$ cat src/rtl/lif_ring_network.sv
// Ring of leaky integrate-and-fire neurons; neuron i is excited by neuron (i-1) mod N
// through a DELAY-stage synaptic shift register. Neuron 0 also takes an external stimulus.
module lif_ring_network #(
    parameter int N_NEURONS = 4,
    parameter int W         = 8,
    parameter int DELAY     = 2,
    parameter int REFRAC    = 3
) (
    input  logic                 clk,
    input  logic                 reset,
    input  logic                 enable,
    input  logic                 stim,
    input  logic [W-1:0]         weight,
    input  logic [W-1:0]         threshold,
    input  logic [W-1:0]         leak,
    output logic [N_NEURONS-1:0] spikes,
    output logic                 spike_output,
    output logic [15:0]          spike_count
);
    localparam int RW = (REFRAC > 0) ? $clog2(REFRAC + 1) : 1;
    localparam logic [RW-1:0] REFRAC_LOAD = RW'(REFRAC);
    localparam logic [W+1:0]  V_MAX       = {2'b00, {W{1'b1}}};

    logic [N_NEURONS-1:0] fire;
    logic [15:0]          count_reg;

    genvar gi;
    generate
        for (gi = 0; gi < N_NEURONS; gi++) begin : g_neuron
            localparam int SRC = (gi == 0) ? N_NEURONS - 1 : gi - 1;

            logic [W-1:0]     v_reg;
            logic [RW-1:0]    refr_reg;
            logic             spike_reg;
            logic [DELAY-1:0] dly_reg;
            logic             syn_in;
            logic             stim_in;
            logic             fire_n;
            logic [W+1:0]     leaked;
            logic [W+1:0]     sum;
            logic [W-1:0]     v_next;

            assign syn_in  = dly_reg[DELAY-1];
            assign stim_in = (gi == 0) ? stim : 1'b0;

            // Leak clamps at zero before the excitatory inputs are added; the sum
            // has two guard bits so two full weights can never wrap.
            always_comb begin
                leaked = (v_reg > leak) ? {2'b00, v_reg - leak} : '0;
                sum    = leaked
                       + (syn_in  ? {2'b00, weight} : '0)
                       + (stim_in ? {2'b00, weight} : '0);
                v_next = (sum > V_MAX) ? {W{1'b1}} : sum[W-1:0];
                fire_n = (refr_reg == '0) && (threshold != '0) && (v_next >= threshold);
            end

            always_ff @(posedge clk) begin
                if (reset) begin
                    v_reg     <= '0;
                    refr_reg  <= '0;
                    spike_reg <= 1'b0;
                    dly_reg   <= '0;
                end else if (enable) begin
                    // The synapse keeps shifting while the target is refractory,
                    // so pulses landing in that window are dropped.
                    dly_reg[0] <= spikes[SRC];
                    for (int k = 1; k < DELAY; k++) begin
                        dly_reg[k] <= dly_reg[k-1];
                    end
                    if (refr_reg != '0) begin
                        refr_reg  <= refr_reg - RW'(1);
                        v_reg     <= '0;
                        spike_reg <= 1'b0;
                    end else if (fire_n) begin
                        refr_reg  <= REFRAC_LOAD;
                        v_reg     <= '0;
                        spike_reg <= 1'b1;
                    end else begin
                        v_reg     <= v_next;
                        spike_reg <= 1'b0;
                    end
                end else begin
                    spike_reg <= 1'b0;
                end
            end

            assign spikes[gi] = spike_reg;
            assign fire[gi]   = fire_n;
        end
    endgenerate

    always_ff @(posedge clk) begin
        if (reset) begin
            count_reg <= '0;
        end else if (enable && fire[0] && (count_reg != 16'hFFFF)) begin
            count_reg <= count_reg + 16'd1;
        end
    end

    assign spike_count  = count_reg;
    assign spike_output = spikes[0];
endmodule

$ cat config.mk
export PLATFORM = sky130hd
export DESIGN_NAME = lif_ring_network
export DESIGN_NICKNAME = d
export VERILOG_FILES = /design/src/rtl/lif_ring_network.sv
export SDC_FILE = /design/constraint.sdc
export NUM_CORES = 1
export LEC_CHECK = 0
export CORE_AREA = 2 2 147 149
export CTS_CLUSTER_DIAMETER = 100
export CTS_CLUSTER_SIZE = 24
export DETAILED_ROUTE_END_ITERATION = 6
export DIE_AREA = 0 0 149 151
export GPL_TIMING_DRIVEN = 0
export HOLD_SLACK_MARGIN = 0.06
export PLACE_DENSITY = 0.6
export SETUP_SLACK_MARGIN = 0.2
export SLEW_MARGIN = 20
export SYNTH_ARGS = -nofsm -noshare
export SYNTH_HDL_FRONTEND = slang
export SYNTH_SLANG_ARGS = --single-unit
$ cat constraint.sdc
create_clock -name clk -period 13.9 [get_ports clk]
set_input_delay 2.78 -clock clk [delete_from_list [all_inputs] [get_ports clk]]
set_output_delay 2.78 -clock clk [all_outputs]
set_load 0.03 [all_outputs]
Word level (Yosys, flattened, before mapping)
Cells that the tools add are included.
- $lt $le $gt $ge: 12
- equal/unequal tests: 1
- bitwise logic cells: 1
- shift-type cells: 0
- divide/modulo/power cells: 0
- multipliers: 0
- add/subtract/negate cells: 14
- mux-type cells: 33
- reduce and logical (&&, ||, !) cells: 31
- operator list (kind ; number):
    two-way mux 8 bit ; 21
    adder 8 x 8 -> 9 bit ; 4
    >= comparator 8 bit ; 4
    > comparator 8 bit ; 4
    subtractor 8 bit ; 4
    > comparator 9 x 8 -> 1 bit, second input constant ; 3
    adder 16 x 1 -> 16 bit, second input constant ; 1
    two-way mux 2 bit ; 8
    != test 16 bit, second input constant ; 1
    nonzero test 2 bit ; 8
    OR reduction 3 bit ; 4
    adder 9 x 8 -> 10 bit ; 1
    > comparator 10 x 8 -> 1 bit, second input constant ; 1
    logical AND 1 bit ; 10
    logical NOT 2 bit ; 4
    AND reduction 2 bit ; 4
    nonzero test 8 bit ; 1
    subtractor 2 x 1 -> 2 bit, second input constant ; 4
    two-way mux 1 bit ; 4
    NOT 1 bit ; 1
- output and inout bits: 21
- RAM bits: 0
- flip-flop bits (word level): 68
- input port bits: 28
- bits in latches: 0
- bits in read-only memories: 0
- memories: 0
- logic and storage cells: 109

Logic depth before layout (Yosys ltp)
Gate-level depths: netlist of run 1.
- depth after elaboration: 10
- gate-level depth with buffers: 27
- depth with buffers taken out: 24

Worst setup path after synthesis of run 1
OpenSTA, ideal clock, no wires.
- path kind: input to register
- start point: input leak[2]
- end point: register count_reg[11], in the netlist spike_count[11]
- path slack: 5692 ps
- setup time: 121 ps
- arrival: 8087 ps
- required time: 13779 ps
- stages on the path: 23
- buffers on the path: 1
- path through: inv_1 ha_1 nor2b_1 o31a_1 o311a_1 o31a_1 nor2b_1 fa_1 ha_1 inv_1 fa_1 nor2b_1 o2111a_1 nor4_1 mux2_2 and2_1 ha_1 nand2b_1 a2111o_1 a311oi_4 buf_6 nor4_2 mux2_4
- word-level cells in the longest chain between the ends: 10
- elaborated cells on any way between the ends: 11
- ends and longest elaborated chain (what ; line ; source):
    from (decl) ; 15 ; input logic [W-1:0] leak,
    subtractor 8 bit or > comparator 8 bit (tied branches) ; 49 ; leaked = (v_reg > leak) ? {2'b00, v_reg - leak} : '0;
    two-way mux 8 bit * ; 49 ;
    adder 8 x 8 -> 9 bit * ; 51 ; + (syn_in ? {2'b00, weight} : '0)
    adder 9 x 8 -> 10 bit * ; 52 ; + (stim_in ? {2'b00, weight} : '0);
    > comparator 10 x 8 -> 1 bit ; 53 ; v_next = (sum > V_MAX) ? {W{1'b1}} : sum[W-1:0];
    two-way mux 8 bit * ; 53 ;
    >= comparator 8 bit * ; 54 ; fire_n = (refr_reg == '0) && (threshold != '0) && (v_next >= threshold);
    logical AND 1 bit * ; 54 ;
    logical AND 1 bit * (2 in series) ; 95 ; end else if (enable && fire[0] && (count_reg != 16'hFFFF)) begin
    to (signal assigned) ; 96 ; count_reg <= count_reg + 16'd1;
    to (decl) ; 25 ; logic [15:0] count_reg;
Every way passes the cells marked *; elsewhere a longest branch is shown, timed or not.
A chain may end at the register's enable or synchronous reset.

Worst setup path after layout of run 1
- start point: input leak[2]
- end point: register count_reg[9], in the netlist spike_count[9]
Same word-level chain as after synthesis.

==> summary.txt, run 1 <==
Run status
  – Outcome: complete, no violations

Routing
  – Drt first pass iters: 5
  – Total wire length: 20,500 um
  – Wire per inst: 16.7 um
  – 1st-iter DRT viols: approximately 300
  – Post-DRT Antenna Nets: 0
  – DR vias: 6,628
  – Vias per std cell: about 5.4
  – # DRC: 0

Timing
  – Slew Viols, Final: 0
  – Worst slew pin tran: slightly below 0.9 ns
  – RSZ-0062 raised after global routing: no
  – Hold WS: 0.452 ns
  – Slack of the critical path: 4.79 ns
  – Final Hold Vio Count: 0
  – Fin crit share: 0.656
  – F_max: 110 MHz
  – Max_slew headroom: 0.409
  – Crit path time final: between 9 and 10 ns
  – Setup violators final: 0
  – Fin Setup TNS: 0 ns
  – Worst Skew: 0.00706 ns

CTS
  – CTS tree: yes
  – Setup bufs post-CTS: 0
  – Number of CTS-inserted buffers: 9
  – Worst skew pair latency: around 0.34 ns
  – CTS Hold Buffers Added: 0
  – Root buffer cell: clkbuf_16
  – Maximum root-to-sink buffer count: 2
  – Number of H-tree levels: 3
  – Post-cts sizing count: 0
  – CTS clk-pin slew, worst paths: approximately 0.06 ns
  – Clk sinks: 68

Layout
  – Fin nets: 1,089
  – Most common cell after layout, fill and taps aside: ha_1
  – Finished Cell Area: about 8300 um^2
  – Layout area overhead: 15.7%
  – Most frequent cells in the layout: ha_1, nand2_1, dfxtp_1, inv_1, nor2_1
  – Share of layout cells above drive strength 1: 0.0558
  – Max FFs per register: 32
  – Ant diodes: 0

Critical path
  – Reg2Reg Launch Point: g_neuron[0].v_reg[0]
  – Worst EP arrival: 9.34 ns
  – CP endpoint kind: flop
  – FF-to-FF setup slack: 7.59 ns
  – CP startpoint: leak[2]
  – R2R cell count: 25
  – CP Max Fanout: 10
  – CP Depth: 25
  – RR Endpoint: spike_count[9]
  – Slowest library cell on the worst path: a311oi_4
  – CP max stage delay: 0.51 ns
  – Worst path required time: 14.12 ns
  – Critical Path Sink: spike_count[9]
  – CP Launch Type: primary input
  – Crit path kind: primary input to flop
  – Crit path buf inv count: 5
  – Crit path max-delay family: compound AO/OA/AOI/OAI gates

Die
  – Die extent in x: 149 um
  – Die height: 151 um
  – I/O pin count: 49
  – Die ar.: 22,500 um^2
  – Row count: between 50 and 60
  – Initial Utilization: 0.344
  – Placeable Area: 20,800 um^2

Synth
  – Ys async rst share: 0
  – Post-Syn Area: between 7000 and 8000 um^2
  – Post-synth EDFFs: 0
  – Post-Syn Instances: 886
  – Sequential share of the synthesized area: 0.190
  – Count of state elements after synthesis: 68
  – Syn avg cell area: 8.08 um^2
  – Distinct cells, synth: 67
  – Synth Warn #: 0
  – Synth Flop Type: dfxtp_1
  – Syn Nets: 1,030

Place
  – Placed cell area: ~8000 um^2
  – RePlAce Congestion: between 0.8 and 0.9
  – DP Worst Slack: 4.43 ns
  – DP HPWL: 16,000 um
  – Port bufs: 48

Pwr
  – Leak: roughly 3.8 nW
  – PwrDens: 71.8 nW/um^2
  – Peak VDD IR: 0.0000615 V
  – Total power: 595 uW

GRT
  – Initial antenna violation count: 0
  – GRT Util Overall: 0.183
  – Global-route wire length before repair: 32,300 um
  – Number of global-route vias before repair: approximately 6,300
  – Remaining global-route overflow: 0
  – Largest net degree at the start of global routing: 13

Hold path
  – Worst hold path class: flop to flop
  – Hold wc startpoint: g_neuron[1].v_reg[0]

Run
  – Max-Cap Viols: 0
[tightest hold or removal path, cell delays in order, from the launching register on]
cell and delay, ns:
dfxtp_1 0.32, nand2_1 0.04, o21ai_0 0.05
[synth_stat cells (3+ instances only)]
cell type	number	area, um^2
a211oi_1	20	150
ha_1	100	1250
nand2_1	77	289
or2_2	6	37.5
a22o_1	14	123
xnor2_1	5	43.8
a22oi_1	8	60.1
o31a_1	4	35.0
a311o_1	3	30.0
clkbuf_1	13	48.8
nor2_1	65	244
or3_1	12	75.1
xor2_1	17	149
a21oi_1	42	210
nand4_1	23	144
nor3b_1	13	97.6
dfxtp_1	68	1360
o211ai_1	4	30.0
a31oi_1	3	18.8
nor4_2	6	75.1
and2_1	38	238
and3_1	8	50.1
o21a_1	13	97.6
inv_1	67	251
nand3_1	22	110
nor3_1	27	135
buf_4	4	30.0
nor4_1	3	18.8
nand2b_1	14	87.6
or4_1	12	90.1
nand3b_1	3	22.5
a21o_1	22	165
o21ai_0	35	175
a211o_1	12	105
o21bai_1	3	22.5
o31ai_1	13	97.6
fa_1	16	320
mux2i_1	9	90.1
mux2_4	6	90.1
nor2b_1	16	100
a2111o_1	4	45.0
[per-stage QoR]
step | cells | utilization
after global routing | 1225 | 0.398
after CTS | 1225 | 0.398
after detailed placement | 1209 | 0.384
after global placement | 1209 | 0.384
final | 1225 | 0.398
after floorplan | 886 | -
[worst min path at each step]
stage	to	cells past startpoint
after global placement	g_neuron[1].v_reg[0]	2
after detailed placement	g_neuron[1].v_reg[0]	2
after floorplan	g_neuron[1].v_reg[0]	2
after CTS	g_neuron[1].v_reg[0]	2
final	g_neuron[1].v_reg[0]	2
after global routing	g_neuron[3].v_reg[0]	2
[layer usage]
metal  global-route usage  vias to the layer above  part of all wire
met3               0.0292                       16             0.049
met4               0.0481                        0             0.016
met1                0.262                     3108              0.50
li1                     -                     3364                 -
met2                0.285                      140              0.43
met5                    0                        -                 0
[layout make-up]
| type | instances | area (um^2) |
|---|---|---|
| flip-flops and latches | 68 | 1360 |
| inverters | 67 | 251 |
| clock inverters | 6 | 63.8 |
| clock buffers | 10 | 239 |
| fillers | 2172 | 12500 |
| multi-input cells | 729 | 5430 |
| well taps | 275 | 344 |
| repair buffers | 48 | 480 |
| plain buffers | 22 | 125 |
[power breakdown]
part / internal, mW / leakage, nW / total, mW / switching, mW
Clock: 0.143 / 0.144 / 0.232 / 0.0882
Sequential: 0.202 / 0.549 / 0.206 / 0.00403
Combinational: 0.0620 / 3.09 / 0.158 / 0.0961
Total: 0.407 / 3.78 / 0.595 / 0.188
[kinds of logic after synthesis]
| group | Yosys count | share of synthesized area |
|---|---|---|
| simple gates | 355 | 0.266 |
| mux | 16 | 0.0267 |
| compound gates | 220 | 0.218 |
| xor+xnor | 22 | 0.0269 |
| fa+ha+maj | 116 | 0.219 |
| flops | 68 | 0.190 |
| buf+inv | 89 | 0.0526 |
Note: power is estimated with default switching activity, not from simulation.
==> run 2, diff against run 1 <==
==> constraint.sdc (replaced) <==
create_clock -name clk -period 8.8 [get_ports clk]
set_input_delay 1.76 -clock clk [delete_from_list [all_inputs] [get_ports clk]]
set_output_delay 1.76 -clock clk [all_outputs]
set_load 0.03 [all_outputs]
==> results of run 2 <==
The final DEF is identical to that of run 1. Status: complete, no violations.
Main changes from that run: setup slack after placement 4.43 ns -> 0.352 ns; setup slack after layout 4.79 ns -> 0.709 ns; register-to-register setup slack 7.59 ns -> 2.49 ns; total power 0.595 mW -> 0.940 mW; worst IR drop on VDD 0.0000615 V -> 0.0000972 V
==> run 3, diff against run 2 <==
--- a/config.mk
+++ b/config.mk
@@ -10,6 +10,7 @@
 export CTS_CLUSTER_SIZE = 24
 export DETAILED_ROUTE_END_ITERATION = 6
 export DIE_AREA = 0 0 149 151
+export GPL_ROUTABILITY_DRIVEN = 1
 export GPL_TIMING_DRIVEN = 0
 export HOLD_SLACK_MARGIN = 0.06
 export PLACE_DENSITY = 0.6
==> results of run 3 <==
The final DEF is identical to that of run 1. Status: complete, no violations.
Main changes from that run: setup slack after placement 4.43 ns -> 0.352 ns; setup slack after layout 4.79 ns -> 0.709 ns; register-to-register setup slack 7.59 ns -> 2.49 ns; total power 0.595 mW -> 0.940 mW; worst IR drop on VDD 0.0000615 V -> 0.0000972 V
